### config.mk
export PLATFORM = sky130hd
export DESIGN_NAME = alu_result_collector
export DESIGN_NICKNAME = d
export VERILOG_FILES = /design/src/rtl/alu_result_collector.sv
export SDC_FILE = /design/constraint.sdc
export NUM_CORES = 1
export LEC_CHECK = 0
export CAP_MARGIN = 20
export CELL_PAD_IN_SITES_DETAIL_PLACEMENT = 1
export CELL_PAD_IN_SITES_GLOBAL_PLACEMENT = 1
export CORE_MARGIN = 4
export CORE_UTILIZATION = 40
export CTS_BUF_LIST = sky130_fd_sc_hd__clkbuf_2 sky130_fd_sc_hd__clkbuf_4 sky130_fd_sc_hd__clkbuf_8
export DETAILED_ROUTE_END_ITERATION = 6
export PLACE_DENSITY = 0.82
export SLEW_MARGIN = 5
export SYNTH_ARGS = -nofsm -noshare
export SYNTH_HDL_FRONTEND = slang
export SYNTH_SLANG_ARGS = --single-unit
### constraint.sdc
create_clock -name clk -period 6.4 [get_ports clk]
set_input_delay 1.28 -clock clk [delete_from_list [all_inputs] [get_ports clk]]
set_output_delay 1.28 -clock clk [all_outputs]
set_load 0.05 [all_outputs]
### src/rtl/alu_result_collector.sv
// Collects single-unit ALU results into a first-word-fall-through FIFO with sticky error flags.
// Optional drop counter enabled by defining ALU_COLLECT_DROP_CNT_EN.
module alu_result_collector #(
  parameter int unsigned OUT_WIDTH = 32,
  parameter int unsigned DEPTH     = 8
) (
  input  logic                     clk,
  input  logic                     rst,
  input  logic [OUT_WIDTH-1:0]     ARITHMETIC_OUT,
  input  logic [OUT_WIDTH-1:0]     Logic_OUT,
  input  logic [OUT_WIDTH-1:0]     CMP_OUT,
  input  logic [OUT_WIDTH-1:0]     SHIFT_OUT,
  input  logic                     ARITHMETIC_Flag,
  input  logic                     Logic_Flag,
  input  logic                     CMP_Flag,
  input  logic                     SHIFT_Flag,
  input  logic                     Carry_OUT,
  input  logic                     res_ready,
  input  logic                     err_clr,
  output logic                     res_valid,
  output logic [OUT_WIDTH-1:0]     res_data,
  output logic [1:0]               res_unit,
  output logic                     res_carry,
  output logic [$clog2(DEPTH):0]   fifo_count,
  output logic                     overflow_err,
  output logic                     collision_err
`ifdef ALU_COLLECT_DROP_CNT_EN
  ,
  output logic [15:0]              drop_cnt
`endif
);

  localparam int unsigned AW = $clog2(DEPTH);
  localparam int unsigned CW = AW + 1;

  typedef enum logic [1:0] {
    UnitArith = 2'b00,
    UnitLogic = 2'b01,
    UnitCmp   = 2'b10,
    UnitShift = 2'b11
  } unit_e;

  // Flag decode
  logic [3:0]           flag_vec;
  logic [2:0]           flag_cnt;
  logic                 capture;
  logic                 collision;
  logic [OUT_WIDTH-1:0] cap_data;
  unit_e                cap_unit;
  logic                 cap_carry;

  assign flag_vec = {SHIFT_Flag, CMP_Flag, Logic_Flag, ARITHMETIC_Flag};

  always_comb begin
    flag_cnt = 3'd0;
    for (int i = 0; i < 4; i++) begin
      flag_cnt = flag_cnt + {2'b00, flag_vec[i]};
    end
  end

  assign capture   = (flag_cnt == 3'd1);
  assign collision = (flag_cnt > 3'd1);

  always_comb begin
    cap_data  = '0;
    cap_unit  = UnitArith;
    cap_carry = 1'b0;
    unique case (flag_vec)
      4'b0001: begin
        cap_data  = ARITHMETIC_OUT;
        cap_unit  = UnitArith;
        cap_carry = Carry_OUT;
      end
      4'b0010: begin
        cap_data = Logic_OUT;
        cap_unit = UnitLogic;
      end
      4'b0100: begin
        cap_data = CMP_OUT;
        cap_unit = UnitCmp;
      end
      4'b1000: begin
        cap_data = SHIFT_OUT;
        cap_unit = UnitShift;
      end
      default: ;
    endcase
  end

  // FIFO state
  logic [OUT_WIDTH-1:0] mem_data  [DEPTH];
  logic [1:0]           mem_unit  [DEPTH];
  logic                 mem_carry [DEPTH];

  logic [AW-1:0] wr_ptr_q, wr_ptr_d;
  logic [AW-1:0] rd_ptr_q, rd_ptr_d;
  logic [CW-1:0] count_q, count_d;
  logic          full;
  logic          empty;
  logic          pop;
  logic          push;
  logic          overflow_evt;

  assign full  = (count_q == CW'(DEPTH));
  assign empty = (count_q == '0);
  assign pop   = !empty && res_ready;
  // A full FIFO still accepts when the head leaves on the same edge
  assign push         = capture && (!full || pop);
  assign overflow_evt = capture && full && !pop;

  always_comb begin
    wr_ptr_d = wr_ptr_q;
    rd_ptr_d = rd_ptr_q;
    count_d  = count_q;
    if (push) begin
      wr_ptr_d = wr_ptr_q + AW'(1);
    end
    if (pop) begin
      rd_ptr_d = rd_ptr_q + AW'(1);
    end
    unique case ({push, pop})
      2'b10:   count_d = count_q + CW'(1);
      2'b01:   count_d = count_q - CW'(1);
      default: count_d = count_q;
    endcase
  end

  always_ff @(posedge clk) begin
    if (!rst) begin
      wr_ptr_q <= '0;
      rd_ptr_q <= '0;
      count_q  <= '0;
    end else begin
      wr_ptr_q <= wr_ptr_d;
      rd_ptr_q <= rd_ptr_d;
      count_q  <= count_d;
    end
  end

  // Storage needs no reset; only occupied slots are ever presented
  always_ff @(posedge clk) begin
    if (rst && push) begin
      mem_data[wr_ptr_q]  <= cap_data;
      mem_unit[wr_ptr_q]  <= cap_unit;
      mem_carry[wr_ptr_q] <= cap_carry;
    end
  end

  // Head presentation
  always_comb begin
    res_valid = !empty;
    res_data  = '0;
    res_unit  = 2'b00;
    res_carry = 1'b0;
    if (!empty) begin
      res_data  = mem_data[rd_ptr_q];
      res_unit  = mem_unit[rd_ptr_q];
      res_carry = mem_carry[rd_ptr_q];
    end
  end

  assign fifo_count = count_q;

  // Sticky errors: a new event outranks a same-cycle clear
  logic ovf_q, ovf_d;
  logic col_q, col_d;

  always_comb begin
    ovf_d = ovf_q;
    col_d = col_q;
    if (err_clr) begin
      ovf_d = 1'b0;
      col_d = 1'b0;
    end
    if (overflow_evt) begin
      ovf_d = 1'b1;
    end
    if (collision) begin
      col_d = 1'b1;
    end
  end

  always_ff @(posedge clk) begin
    if (!rst) begin
      ovf_q <= 1'b0;
      col_q <= 1'b0;
    end else begin
      ovf_q <= ovf_d;
      col_q <= col_d;
    end
  end

  assign overflow_err  = ovf_q;
  assign collision_err = col_q;

`ifdef ALU_COLLECT_DROP_CNT_EN
  logic        reject;
  logic [15:0] drop_q, drop_d;

  assign reject = overflow_evt || collision;

  always_comb begin
    drop_d = drop_q;
    if (err_clr) begin
      drop_d = reject ? 16'd1 : 16'd0;
    end else if (reject && (drop_q != 16'hFFFF)) begin
      drop_d = drop_q + 16'd1;
    end
  end

  always_ff @(posedge clk) begin
    if (!rst) begin
      drop_q <= '0;
    end else begin
      drop_q <= drop_d;
    end
  end

  assign drop_cnt = drop_q;
`endif

endmodule

# Yosys cells after proc, flatten, opt, wreduce, memory -nomap -nowiden
# Memories as Yosys holds them, arrays and structs flattened. A register that Yosys moved wholly into a read port is not among the register bits.
# Index checks and enable logic that the tools add are counted.
# Widths: inputs -> output; s select.
[totals]
ramBits = 280
memories = 3
reg_bits = 12
[mem_list]
columns = ["name", "words", "width", "read_ports", "rd_ports_with_merged_regs", "wr", "line_no", "source"]
rows = [
  ["mem_data", 8, 32, 1, 1, 1, "91", "logic [OUT_WIDTH-1:0] mem_data [DEPTH];"],
  ["mem_unit", 8, 2, 1, 1, 1, "92", "logic [1:0] mem_unit [DEPTH];"],
  ["mem_carry", 8, 1, 1, 1, 1, "93", "logic mem_carry [DEPTH];"],
]
[classes]
mux = 18
addsub = 7
reduce_logical = 13
n_lt_le_gt_ge = 1
n_eq_ne = 8
[op_table]
columns = ["op", "count"]
rows = [
  ["$pmux 32 s4", 1],
  ["$mux 32", 1],
  ["$mux 3", 6],
  ["$eq 4x4->1 const B", 2],
  ["$pmux 4 s2", 1],
  ["$mux 1", 7],
  ["$add 3x1->3 const B", 2],
  ["$pmux 2 s3", 1],
  ["$reduce_bool 2->1", 3],
  ["$logic_and 1x1->1", 5],
  ["$add 4x1->4 const B", 1],
  ["$eq 4x1->1 const B", 1],
  ["$eq 4x2->1 const B", 1],
  ["$eq 4x3->1 const B", 1],
  ["$logic_not 4->1", 1],
  ["$sub 4x1->4 const B", 1],
  ["$add 2x1->3", 1],
  ["$add 3x1->3", 1],
  ["$eq 3x1->1 const B", 1],
  ["$gt 3x1->1 const B", 1],
  ["$logic_not 1->1", 3],
  ["$add 1x1->2", 1],
  ["$eq 2x1->1 const B", 1],
  ["$eq 2x2->1 const B", 1],
  ["2 further kinds", 2],
]

# Depth between registers and ports, before layout
[logic_depth]
depth_word = 8
ltp_mapped = 13
ltp_nobuf = 13

# Least setup slack after synthesis
# Ideal clock, no wire load.
[synth_timing]
path_kind = "input port to flip-flop"
start = "input port ARITHMETIC_Flag"
end = "memory mem_carry[0], enable pin"
slack_ps = 403
path_stages = 10
arrival_ps = 5526
setup_time_ps = 471
cell_sequence = "inv_1 fa_1 inv_1 ha_1 inv_1 ha_1 nor3b_2 o21a_1 nand3b_1 nor3_1"
[synth_via]
elab_chain_cells = 8
[synth_rtl]
columns = ["element", "line_no", "source"]
rows = [
  ["from (decl)", "13", "input logic ARITHMETIC_Flag,"],
  ["$add 1x1->2", "57", "flag_cnt = flag_cnt + {2'b00, flag_vec[i]};"],
  ["$add 2x1->3", "57", ""],
  ["$add 3x1->3", "57", ""],
  ["$eq 3x1->1", "61", "assign capture = (flag_cnt == 3'd1);"],
  ["$logic_and 1x1->1", "108", "assign push = capture && (!full || pop);"],
  ["$logic_and 1x1->1", "142", "if (rst && push) begin"],
  ["$mux 1", "142", ""],
  ["$mux 1 (not written as such)", "145", "mem_carry[wr_ptr_q] <= cap_carry;"],
  ["to (decl)", "93", ""],
]
# No other way between the ends.

==> out/qor.txt <==
Hold EP -> collision_err
Slew Limit Headroom -> 28.1%
drt first pass iters -> 4
PortBufs -> 178
die area -> 33,300 um2
crit path cell chain -> buf_12 > mux4_2 > mux2i_1 > nor2_1 > clkdlybuf4s50_1
Crit path largest cell delay -> 0.95 ns
IO Count -> 179
Via Count -> 6,856
crit path launch type -> flop
routability-driven placement congestion ratio -> 0.724
#FFs+latches synth -> 295
Syn Nets -> 773
antenna viol nets, final -> 0
Synth Area in Simple Gates -> 3.49%
Via density -> 5.47
Starting Density -> 40.8%
CP bufs+invs -> 2
syn_area_per_cell -> 19.4 um2
wire per inst -> 24.5 um
Synth Warn # -> 0
post-CTS setup buffers -> 0
Top delay family on crit path -> buffers and inverters
Site Rows -> 63
final-report setup violation count -> 0
critical path type -> flop to output port
worst slew pin tran -> 1.08 ns
Max Cap Violations -> 0
Req. time, crit path -> 5.12 ns
Post-Syn Area -> 12,200 um2
CTS resizes -> 0
Initial DRC Count -> 541
fin nets -> 978
CTS tree -> yes
Worst-Skew Late Latency -> 0.54 ns
Total GRT Usage -> 18.6%
post-synthesis compound-gate area fraction -> 5.54%
Pleak -> 4.99 nW
WHS Path Cells -> 2
status -> finished clean
top cells by area, synth -> edfxtp_1, mux4_2, mux2i_1, a221o_1, dfxtp_1
element type at the critical path end -> output port
number of diodes -> 0
post-synth cell types -> 38
largest area contributor in the netlist -> edfxtp_1
Power Total -> 0.00573 W
grt ovf -> 0
top cell type's share of synthesized area -> 69.1%
CTS Sinks -> 295
final hold violations -> 0
worst hold path class -> flop to flop
design area -> 15,500 um2
Reg2Reg Setup Slack -> 3.46 ns
clk slew on worst S/H paths -> 0.06 ns
Synth Area in Adders -> 1.09%
WL final -> 30.7 mm
DIE WIDTH -> 182 um
die height -> 182 um
Reg-to-Reg End -> mem_data[4][12]
Hold-fix buffers, CTS -> 0
initial antenna violation count -> 0
unrepaired setup endpoints after global routing -> no
Slowest cell on crit path -> dfxtp_4
Area Overhead vs Synth -> 27.1%
CTS HTree Levels -> 2
skew final -> 0.0155 ns
first-pass GRT wire length -> 47.1 mm
placed instance area -> 14,500 um2
CTS max path bufs -> 3
main combinational cell family by area after synthesis -> multiplexers
ys flop type -> edfxtp_1
Post-synth ARST share -> 0%
number of synthesized flops with an enable pin -> 280
r2r worst-path depth -> 5
period utilisation layout -> 74.2%
f_max -> 211 MHz
CTS root buf -> clkbuf_8
HPWL after detailed placement -> 19.9 mm
vias in the first global route -> 7,852
Tmin final -> 4.75 ns
setup TNS -> 0 ns
Max FO, Critical Path -> 43
share of cells above drive strength 1 -> 21.2%
Final Max Slew Viols -> 0
R2R Path Start -> fifo_count[1]
VDD IR max -> 0.000222 V
Fill cells -> 2,756
number of CTS-inserted buffers -> 47
mux cell area share after synthesis -> 16.3%
hold wc startpoint -> collision_err
Pwr per Cell Area -> 370 nW/um2
largest net degree at the start of global routing -> 71
sequential area share after synthesis -> 71.6%
Post-Synth XOR/XNOR Area -> 0.360%
number of remaining DRC errors -> 0
cell count after synthesis -> 626
core area -> 29,800 um2
crit path DAT -> 3.47 ns
placed cells by master, fill, tap and decap left out, types with 3 or more instances in the layout:
| cell | count |
|---|---|
| nand2_1 | 8 |
| mux4_2 | 70 |
| clkbuf_8 | 55 |
| xnor2_1 | 3 |
| clkdlybuf4s50_1 | 178 |
| edfxtp_1 | 280 |
| dfxtp_1 | 12 |
| nor3b_2 | 4 |
| nor2b_1 | 3 |
| nand3_1 | 4 |
| clkinv_1 | 10 |
| nand2b_1 | 6 |
| mux2i_1 | 39 |
| inv_1 | 5 |
| buf_12 | 3 |
| and2_1 | 6 |
| clkbuf_4 | 10 |
| nor2_4 | 6 |
| buf_4 | 15 |
| nor2_1 | 38 |
| a221o_1 | 32 |
| ha_1 | 9 |
| a22o_1 | 32 |
| clkinv_2 | 4 |
tightest hold or removal path: cells and delay by family (launching register included):
family | cells | cell delay [ns]
and+or+nand+nor | 1 | 0.06
DFF | 1 | 0.31
AOI/OAI and AO/OA | 1 | 0.06
layer usage:
metal  track usage (%)  up-vias  wire, um
met2              31.5      239     15600
met1              24.9     3564     12800
met5                 0        -         0
li1                  -     3014         -
met4              4.23        0       515
met3              3.77       39      1720
stage by stage:
stage / hold WS [ns] / setup WS [ns] / util (%) / cells
floorplan: 0.467 / 0.403 / - / 626
global placement: 0.471 / 1.26 / 48.7 / 1172
detailed placement: 0.479 / 1.12 / 48.7 / 1172
CTS: 0.492 / 1.53 / 51.9 / 1253
global route: 0.555 / 1.40 / 51.9 / 1253
finish: 0.484 / 1.65 / 51.9 / 1253
power breakdown:
part / switching (W) / total (W) / internal (W)
Sequential: 0.000115 / 0.00228 / 0.00217
Clock: 0.000697 / 0.00161 / 0.000915
Combinational: 0.00112 / 0.00183 / 0.000714
kinds of logic after synthesis:
group           Yosys count
flops                   295
mux                     110
simple gates             86
compound gates           73
buf+inv                  47
fa+ha+maj                10
xor+xnor                  5
layout make-up:
class	count	area, um2	share of cell area, %
Sequential cell	295	8720	56.4
Multi-Input combinational cell	284	3320	21.5
Timing Repair Buffer	196	1950	12.6
Clock buffer	65	832	5.38
Tap cell	390	488	3.16
Clock inverter	16	118	0.761
Inverter	7	26.3	0.170
flip-flops by register name, indices dropped and copies added, names as in the netlist, named ones only:
signal	count
rd_ptr_q	3
collision_err	1
overflow_err	1
fifo_count	4
mem_data	256
mem_carry	8
mem_unit	16
wr_ptr_q	3
worst max path at each step:
stage | endpoint | cells past startpoint | slack (ns)
floorplan | mem_carry[0] | 10 | 0.40
detailed placement | mem_data[4][11] | 13 | 1.12
finish | res_data[22] | 5 | 1.65
CTS | res_data[22] | 5 | 1.53
global route | res_data[22] | 5 | 1.40
global placement | mem_data[4][5] | 13 | 1.26
Yosys cell counts, drive strengths merged, types with 2 or more instances:
cell,number
dfxtp,15
nand2b,6
nor2b,3
or2,2
inv,7
mux2i,39
nand2,8
nand3,4
xnor2,3
and2,6
clkbuf,24
edfxtp,280
nor3b,4
a21oi,2
ha,9
nor2,45
nor3,3
and3,2
a22o,32
a221o,32
xor2,2
buf,16
a21boi,2
mux4,70
(Power assumes the default switching activity.)
